$ cat src/rtl/ooo_pkg.sv
// rtl/ooo_pkg.sv - shared out-of-order core types: result record, ROB tag, default sizes
// Purpose: result record passed from functional units through the CDB to the ROB
//          and reservation stations, plus the default core sizing constants.
package ooo_pkg;

  localparam int DATA_WIDTH = 32;
  localparam int ROB_SIZE   = 16;
  localparam int NUM_FU     = 4;
  localparam int ROB_TAG_W  = $clog2(ROB_SIZE);
  localparam int CAUSE_W    = 32;

  typedef logic [ROB_TAG_W-1:0] rob_tag_t;

  typedef struct packed {
    logic                  valid;
    rob_tag_t              rob_tag;
    logic [DATA_WIDTH-1:0] data;
    logic                  exception_valid;
    logic [CAUSE_W-1:0]    exception_cause;
  } ooo_result_t;

endpackage

$ cat src/rtl/rr_arbiter.sv
// rtl/rr_arbiter.sv - combinational round-robin one-hot arbiter
// Purpose: grants the first requester at or above rr_ptr, wrapping N-1 -> 0.
// Ports:
//   req       in  N            request vector
//   rr_ptr    in  $clog2(N)    highest-priority index this cycle
//   grant     out N            one-hot grant, zero when nothing requests
//   grant_idx out $clog2(N)    encoded grant index, zero when nothing requests
module rr_arbiter #(
  parameter int N = 4
) (
  input  logic [N-1:0]         req,
  input  logic [$clog2(N)-1:0] rr_ptr,
  output logic [N-1:0]         grant,
  output logic [$clog2(N)-1:0] grant_idx
);

  localparam int IdxW = $clog2(N);

  logic            found;
  int              pos;
  logic [IdxW-1:0] idx;

  // Explicit subtract-wrap instead of modulo keeps non-power-of-2 N legal.
  always_comb begin
    grant     = '0;
    grant_idx = '0;
    found     = 1'b0;
    pos       = 0;
    idx       = '0;
    for (int k = 0; k < N; k++) begin
      pos = int'(rr_ptr) + k;
      if (pos >= N) pos = pos - N;
      idx = IdxW'(pos);
      if (!found && req[idx]) begin
        found      = 1'b1;
        grant[idx] = 1'b1;
        grant_idx  = idx;
      end
    end
  end

endmodule

$ cat src/rtl/cdb_arbiter.sv
// rtl/cdb_arbiter.sv - common data bus arbiter with per-FU one-entry result buffers
// Purpose: collects completed results from NUM_FU functional units, picks one per
//          cycle round-robin and broadcasts it registered on the CDB.
// Ports:
//   clk_i          in  1                 clock
//   rst_ni         in  1                 asynchronous active-low reset
//   flush_i        in  1                 pipeline flush, drops buffered and offered results
//   fu_result_i    in  NUM_FU results    per-FU completed result
//   fu_ready_o     out NUM_FU            per-FU accept
//   cdb_o          out result            registered CDB broadcast
//   conflict_cnt_o out 32                cycles with two or more buffered results
module cdb_arbiter import ooo_pkg::*; #(
  parameter int NUM_FU     = ooo_pkg::NUM_FU,
  parameter int DATA_WIDTH = ooo_pkg::DATA_WIDTH,
  parameter int ROB_SIZE   = ooo_pkg::ROB_SIZE
) (
  input  logic                             clk_i,
  input  logic                             rst_ni,
  input  logic                             flush_i,
  input  ooo_pkg::ooo_result_t [NUM_FU-1:0] fu_result_i,
  output logic [NUM_FU-1:0]                fu_ready_o,
  output ooo_pkg::ooo_result_t             cdb_o,
  output logic [31:0]                      conflict_cnt_o
);

  localparam int PtrW = $clog2(NUM_FU);

  // The result record layout is owned by ooo_pkg; these parameters only document it.
  if (DATA_WIDTH != ooo_pkg::DATA_WIDTH || ROB_SIZE != ooo_pkg::ROB_SIZE) begin : g_param_check
    $error("cdb_arbiter: DATA_WIDTH/ROB_SIZE must match ooo_pkg");
  end

  ooo_pkg::ooo_result_t [NUM_FU-1:0] buf_q;
  logic [NUM_FU-1:0]                 buf_valid;
  logic [PtrW-1:0]                   rr_ptr;
  logic [NUM_FU-1:0]                 grant;
  logic [PtrW-1:0]                   grant_idx;
  logic                              grant_any;
  logic                              conflict;

  rr_arbiter #(.N(NUM_FU)) u_rr (
    .req       (buf_valid),
    .rr_ptr    (rr_ptr),
    .grant     (grant),
    .grant_idx (grant_idx)
  );

  assign grant_any = |grant;
  assign conflict  = $countones(buf_valid) >= 2;

  // Grant comes only from registered state, so ready never depends on fu valid.
  assign fu_ready_o = ~buf_valid | grant;

  always_ff @(posedge clk_i or negedge rst_ni) begin
    if (!rst_ni) begin
      buf_q          <= '0;
      buf_valid      <= '0;
      rr_ptr         <= '0;
      cdb_o          <= '0;
      conflict_cnt_o <= '0;
    end else if (flush_i) begin
      buf_valid   <= '0;
      cdb_o.valid <= 1'b0;
    end else begin
      for (int i = 0; i < NUM_FU; i++) begin
        // A refill of a draining buffer wins; the old entry leaves via cdb_o below.
        if (fu_result_i[i].valid && fu_ready_o[i]) begin
          buf_valid[i] <= 1'b1;
          buf_q[i]     <= fu_result_i[i];
        end else if (grant[i]) begin
          buf_valid[i] <= 1'b0;
        end
      end

      if (grant_any) begin
        cdb_o       <= buf_q[grant_idx];
        cdb_o.valid <= 1'b1;
        rr_ptr      <= (grant_idx == PtrW'(NUM_FU - 1)) ? '0 : grant_idx + 1'b1;
      end else begin
        cdb_o.valid <= 1'b0;
      end

      if (conflict) conflict_cnt_o <= conflict_cnt_o + 32'd1;
    end
  end

endmodule
$ cat config.mk
export PLATFORM = sky130hd
export DESIGN_NAME = cdb_arbiter
export DESIGN_NICKNAME = d
export VERILOG_FILES = /design/src/rtl/ooo_pkg.sv /design/src/rtl/rr_arbiter.sv /design/src/rtl/cdb_arbiter.sv
export SDC_FILE = /design/constraint.sdc
export NUM_CORES = 1
export LEC_CHECK = 0
export ABC_AREA = 0
export CAP_MARGIN = 15
export CORE_ASPECT_RATIO = 1.1
export CORE_MARGIN = 1
export CORE_UTILIZATION = 30
export DETAILED_ROUTE_END_ITERATION = 10
export GPL_ROUTABILITY_DRIVEN = 1
export GPL_TIMING_DRIVEN = 0
export PLACE_DENSITY = 0.61
export REMOVE_ABC_BUFFERS = 1
export SLEW_MARGIN = 20
export SYNTH_ARGS = -nofsm -noshare
export SYNTH_HDL_FRONTEND = slang
export SYNTH_SLANG_ARGS = --single-unit
$ cat constraint.sdc
create_clock -name clk_i -period 6.9 [get_ports clk_i]
set_input_delay 1.38 -clock clk_i [delete_from_list [all_inputs] [get_ports clk_i]]
set_output_delay 1.38 -clock clk_i [all_outputs]
set_load 0.02 [all_outputs]
==> results of run 1 <==
layout make-up:
cell class                 count  area (sq um)  share of cell area
antenna                        5          12.5            0.000527
clock inverter                17           374              0.0157
tap                          736           921              0.0388
clock buffer                  58          1210              0.0511
multi-input combinational    574          6770               0.285
sequential                   384          9610               0.405
timing repair buffer         438          4820               0.203
inverter                      11          41.3             0.00174
placed cells by master, fill, tap and decap left out, drive strengths merged, types with 3 or more instances in the layout:
cell type / n
buf: 51
a21oi: 8
nor3b: 7
nand4: 11
xnor2: 27
nor2b: 4
nor3: 3
nor2: 9
nand3: 12
dfrtp: 384
ha: 8
clkbuf: 58
inv: 13
clkdlybuf4s50: 387
mux2i: 4
xor2: 5
mux2: 351
a21o: 3
diode: 5
o22ai: 3
mux4: 73
and4: 3
clkinv: 3
nand2: 19
bufinv: 11
per-stage QoR:
step	utilization	setup slack, ns	power [mW]	setup TNS [ns]	instances
2_1_floorplan	-	0.159	7.07	0	969
5_1_grt	0.432	1.01	12.3	0	2222
3_3_place_gp	0.385	-12.82	8.14	-5897.49	2093
6_report	0.432	1.33	11.6	0	2223
3_5_place_dp	0.403	1.88	9.16	0	2143
4_1_cts	0.432	1.26	11.8	0	2218
registers in the layout (all words and copies together) (netlist names):
register,count
rr_ptr,2
buf_q,276
cdb_o,70
buf_valid,4
conflict_cnt_o,32
critical path, cell delays in order, from the launching register on:
cell and delay, ns:
dfrtp_1 0.71, inv_1 0.29, ha_1 0.53, mux4_2 0.69
nor4b_4 0.42, inv_2 0.11, o211ai_2 0.21, clkdlybuf4s50_1 0.67
cells by family (layout without fill, tap and decap cells):
kind of cell             after synthesis  count (layout)  share of synthesized area
multiplexers                         428             428                      0.338
adder cells (fa/ha/maj)                9               9                    0.00720
buffers and inverters                 69             524                     0.0217
AO/OA/AOI/OAI                         28              28                     0.0133
other                                  0               5                          0
AND/OR/NAND/NOR                       77              77                     0.0274
flip-flops                           384             384                      0.576
XOR/XNOR                              32              32                     0.0168
per-layer routing:
layer,up-vias,GRT usage,share of wire
li1,4656,-,-
met1,5470,0.208,0.40
met2,295,0.280,0.49
met3,73,0.0553,0.081
met4,6,0.0467,0.021
met5,-,0,0.00073
worst min path at each step:
stage | startpoint | endpoint | slack (ns) | depth (start not counted)
after floorplan | buf_q[267]$_DFFE_PN0P_ | buf_q[267]$_DFFE_PN0P_ | 0.45 | 1
after global placement | buf_q[269]$_DFFE_PN0P_ | buf_q[269]$_DFFE_PN0P_ | 0.46 | 1
after detailed placement | buf_q[205]$_DFFE_PN0P_ | buf_q[205]$_DFFE_PN0P_ | 0.47 | 1
after CTS | buf_q[203]$_DFFE_PN0P_ | buf_q[203]$_DFFE_PN0P_ | 0.49 | 1
after global routing | buf_q[269]$_DFFE_PN0P_ | buf_q[269]$_DFFE_PN0P_ | 0.50 | 1
final | buf_q[271]$_DFFE_PN0P_ | buf_q[271]$_DFFE_PN0P_ | 0.48 | 1
power by group:
group	internal, mW	leakage (nW)	total (mW)	switching [mW]
sequential	3.17	4.58	3.65	0.480
clock	1.65	0.771	2.60	0.956
combinational	3.20	4.20	5.37	2.17
==> flow_summary.yaml, run 1 <==
outcome:
  outcome: "finished, final reports clean"
synthesis:
  synth.top_cell.area_share: 0.576
  postSynthCellCount: 1027
  synth_top_area_cell: "dfrtp_1"
  synth_edf_count: 0
  synth_area_leaders: "dfrtp_1 (58%), mux2_2 (22%), mux4_2 (9.9%)"
  synth_area_sq_mm: 0.0167
  post-synth-top-count-cell: "dfrtp_1"
  syn_avg_cell_area_sq_um: 16.2
  synthArstFlopShare: 1.00
  netlist_top_cells_count: "dfrtp_1 (384), mux2_2 (321), mux4_2 (73)"
  yosys_warnings: 0
  synth_ff_type: "dfrtp_1"
  ys_seq_area_frac: 0.576
  synth_seq_cells: 384
  yosysUniqueCellTypes: 49
detailed_routing:
  vias_per_cell: 4.72
  route.detailed.drc: 0
  ant_nets: 0
  drt-initial-drc-count: 440
  wirelength_microns: 46400
  drtPass1Iterations: 5
  vias: 10500
  wl_per_cell_microns: 20.9
die:
  core_region_area_sq_mm: 0.0550
  start_util: 0.304
  die_w_microns: 227
  pin_count: 389
  fp.dieArea_sq_mm: 0.0566
  fp-row-count: 90
  die_y_microns: 249
timing:
  slew_headroom: 0.442
  worstMarginPinSlew_ns: 0.835
  fmax_ghz: 0.180
  clock_skew_ns: 0.0135
  rsz0062_at_grt: "no"
  hold_violations: 0
  setup_viol_count_final: 0
  report.final.slew_viol_count: 0
  finalCritPeriodShare: 0.807
  hold_ws_ns: 0.484
  fin_crit_ns: 5.57
cts:
  clock_path_buffers: 3
  cts_tree: "built"
  clk_latency_ns: 0.57
  clk_pin_slew_ns: 0.06
  postCtsHoldBufs: 0
  cts_resized: 0
  htree_levels: 2
  cts.sinks: 384
  cts_root_buf: "clkbuf_16"
  cts_setup_buffers: 0
  cts_made_buffers: 45
critical_path:
  r2r-end: "cdb_o[51]$_DFFE_PN0P_"
  critPathLaunch: "rr_ptr[0]$_DFFE_PN0P_"
  rr_worst_depth: 11
  crit_end: "fu_ready_o[1]"
  required_ns: 5.52
  ff2ff_setup_slack_ns: 2.16
  cp_max_fo: 16
  r2r_start: "rr_ptr[0]$_DFFE_PN0P_"
  cp-start-kind: "register"
  crit_path_end_kind: "output port"
  critPathKind: "reg -> out"
  critPathArrivalTime_ns: 4.19
power_and_ir_drop:
  ir_worst_vdd_uv: 233
  cellLeakagePower_nw: 9.54
  pwr_density_cell_mw_per_mm2: 489
place:
  place_area_sq_mm: 0.0222
  port-buffer-count: 388
  hpwl_microns: 34400
  gp_congestion: 0.750
global_routing:
  grt_pass1_wl_microns: 72300
  grt_antenna_before_repair: 9
  grt_usage: 0.168
  overflow: 0
  grt_pass1_vias: 11800
  grt_max_degree: 90
layout:
  stdcell_area_sq_mm: 0.0238
  syn_to_final_growth_pct: 42.3
  fin_nets: 1746
  fill_cells: 5074
  drive_above_1_share: 0.355
flow_run:
  cap_violations: 0
worst_hold_path:
  min_path_type: "reg -> reg"
Power figures use the tool's default switching activity.
==> run 2, diff against run 1 <==
Settings changed: PLACE_DENSITY 0.61 to 0.62.
Clock period 6.9 ns to 4.6 ns, I/O delays scaled along.
==> run 2 against run 1 <==
Sequential share of layout area rose by 0.15 points. Worst setup slack got worse by 1.1 ns. Design area fell by 0.34%. Final cell count barely moved. Flip-flop and latch count did not move. Power rose by 46%. Global-route usage fell by 0.39 points. Count of clock-buffer cells in the layout rose by 5. Die area did not move. Critical path type unchanged. Largest cell class unchanged.
==> flow_summary.yaml, run 2 (same netlist as run 1, synthesis figures left out) <==
detailed_routing:
  ant_nets: 0
  drtPass1Iterations: 4
  vias_per_cell: 4.71
  drt-initial-drc-count: 390
  wl_per_cell_microns: 20.5
  wirelength_microns: 45600
  route.detailed.drc: 0
  vias: 10500
global_routing:
  grt_pass1_vias: 11500
  grt_pass1_wl_microns: 70300
  overflow: 0
  grt_max_degree: 97
  grt_antenna_before_repair: 4
  grt_usage: 0.164
timing:
  fin_crit_ns: 4.38
  finalCritPeriodShare: 0.953
  worstMarginPinSlew_ns: 0.851
  report.final.slew_viol_count: 0
  clock_skew_ns: 0.0208
  setup_viol_count_final: 0
  hold_violations: 0
  slew_headroom: 0.431
  fmax_ghz: 0.228
  rsz0062_at_grt: "no"
die:
  pin_count: 389
  fp.dieArea_sq_mm: 0.0566
  fp-row-count: 90
  die_w_microns: 227
  start_util: 0.304
  die_y_microns: 249
  core_region_area_sq_mm: 0.0550
cts:
  cts_root_buf: "clkbuf_16"
  cts_made_buffers: 45
  clock_path_buffers: 3
  cts_tree: "built"
  htree_levels: 2
  cts.sinks: 384
  postCtsHoldBufs: 0
  clk_pin_slew_ns: 0.06
  clk_latency_ns: 0.56
critical_path:
  max_stage_delay_ns: 0.57
  critPathArrivalTime_ns: 3.46
  required_ns: 3.68
  cp-start-kind: "register"
  cp_max_fo: 11
  crit_path_end_kind: "output port"
  crit_slowest_cell: "mux4_2"
  crit_path_cell_trace: "inv_1, ha_2, mux4_2, buf_4, a221oi_1, o21ai_2, clkdlybuf4s50_1"
  critPathKind: "reg -> out"
layout:
  final_cell_mix: "clkdlybuf4s50_1 (386), dfrtp_1 (382), mux2_2 (321)"
  drive_above_1_share: 0.361
  fin_util: 0.431
  syn_to_final_growth_pct: 41.9
  mostFrequentLayoutCell: "clkdlybuf4s50_1"
  largest_register: "buf_q"
  diodes: 0
  reg.largest.list: "buf_q: 276 flops, cdb_o: 70 flops, conflict_cnt_o: 32 flops"
  fill_cells: 5081
  largest_register_ff_count: 276
  fin_nets: 1750
flow_run:
  cap_violations: 0
power_and_ir_drop:
  p_seq_frac: 0.319
  ir_worst_vdd_uv: 407
  switchingPower_mw: 5.34
  pwr_density_cell_mw_per_mm2: 719
  cellLeakagePower_nw: 9.52
  pwr-share-comb: 0.468
  swShare: 0.313
  clkPwrFrac: 0.213
  internal-power_mw: 11.7
  p_total_mw: 17.0
outcome:
  outcome: "finished, final reports clean"
place:
  port-buffer-count: 388
  gp_congestion: 0.771
  hpwl_microns: 33400
worst_hold_path:
  min_path_type: "in -> async"
[run 2: area by class of cell]
class                   instances  area, sq um  area share
clock buffers                  63         1320      0.0555
clock inverters                14          186     0.00787
inverters                      11         41.3     0.00174
multi-input cells             574         6770       0.286
flip-flops and latches        384         9610       0.406
well taps                     736          921      0.0389
repair buffers                442         4830       0.204
[run 2: metal layers]
metal  track usage  routed length [microns]
met5             0                       39
met4        0.0402                      927
met3        0.0531                     3330
met2         0.279                    22800
met1         0.201                    18500
[run 2: power groups by stage]
stage | Combinational [mW] | Sequential [mW] | Clock [mW]
2_1_floorplan | 4.45 | 5.72 | 0
3_3_place_gp | 6.01 | 5.48 | 0
3_5_place_dp | 8.02 | 5.54 | 0
4_1_cts | 8.11 | 5.45 | 3.76
5_1_grt | 8.50 | 5.62 | 3.90
6_report | 7.96 | 5.43 | 3.63
[run 2: worst paths after layout]
check | startpoint | endpoint | slack [ns] | depth (start not counted)
max | rr_ptr[0]$_DFFE_PN0P_ | fu_ready_o[3] | 0.22 | 7
min | rst_ni | buf_q[71]$_DFFE_PN0P_ | 0.29 | 1
max reg2reg | rr_ptr[0]$_DFFE_PN0P_ | cdb_o[17]$_DFFE_PN0P_ | 0.44 | 12
min reg2reg | conflict_cnt_o[31]$_DFFE_PN0P_ | conflict_cnt_o[31]$_DFFE_PN0P_ | 0.47 | 1
max in group asynchronous | rst_ni | cdb_o[54]$_DFFE_PN0P_ | 3.03 | 3
min in group clk_i | conflict_cnt_o[31]$_DFFE_PN0P_ | conflict_cnt_o[31]$_DFFE_PN0P_ | 0.47 | 1
[run 2: worst max-delay path: cells and delay by family (launching register included)]
kind / cells / cell delay [ns]
AO/OA/AOI/OAI: 2 / 0.65
adder cells (fa/ha/maj): 1 / 0.45
buffers and inverters: 3 / 0.88
flip-flops: 1 / 0.36
multiplexers: 1 / 0.57
[run 2: through the flow]
| stage | hold WS, ns | area, sq um | setup slack (ns) | std cells | setup TNS [ns] |
|---|---|---|---|---|---|
| floorplan | 0.453 | 16400 | -2.14 | 969 | -452.32 |
| global placement | 0.463 | 21200 | -14.59 | 2093 | -7331.63 |
| detailed placement | 0.469 | 22100 | -0.285 | 2144 | -10.92 |
| CTS | 0.263 | 23700 | 0.240 | 2224 | 0 |
| global route | 0.287 | 23700 | 0.0507 | 2224 | 0 |
| finish | 0.288 | 23700 | 0.216 | 2224 | 0 |
[run 2: what timing repair did]
action                                  CTS  global route
buffers inserted                          3             0
endpoints found under the setup margin   83             0
gates resized for setup                   4             0
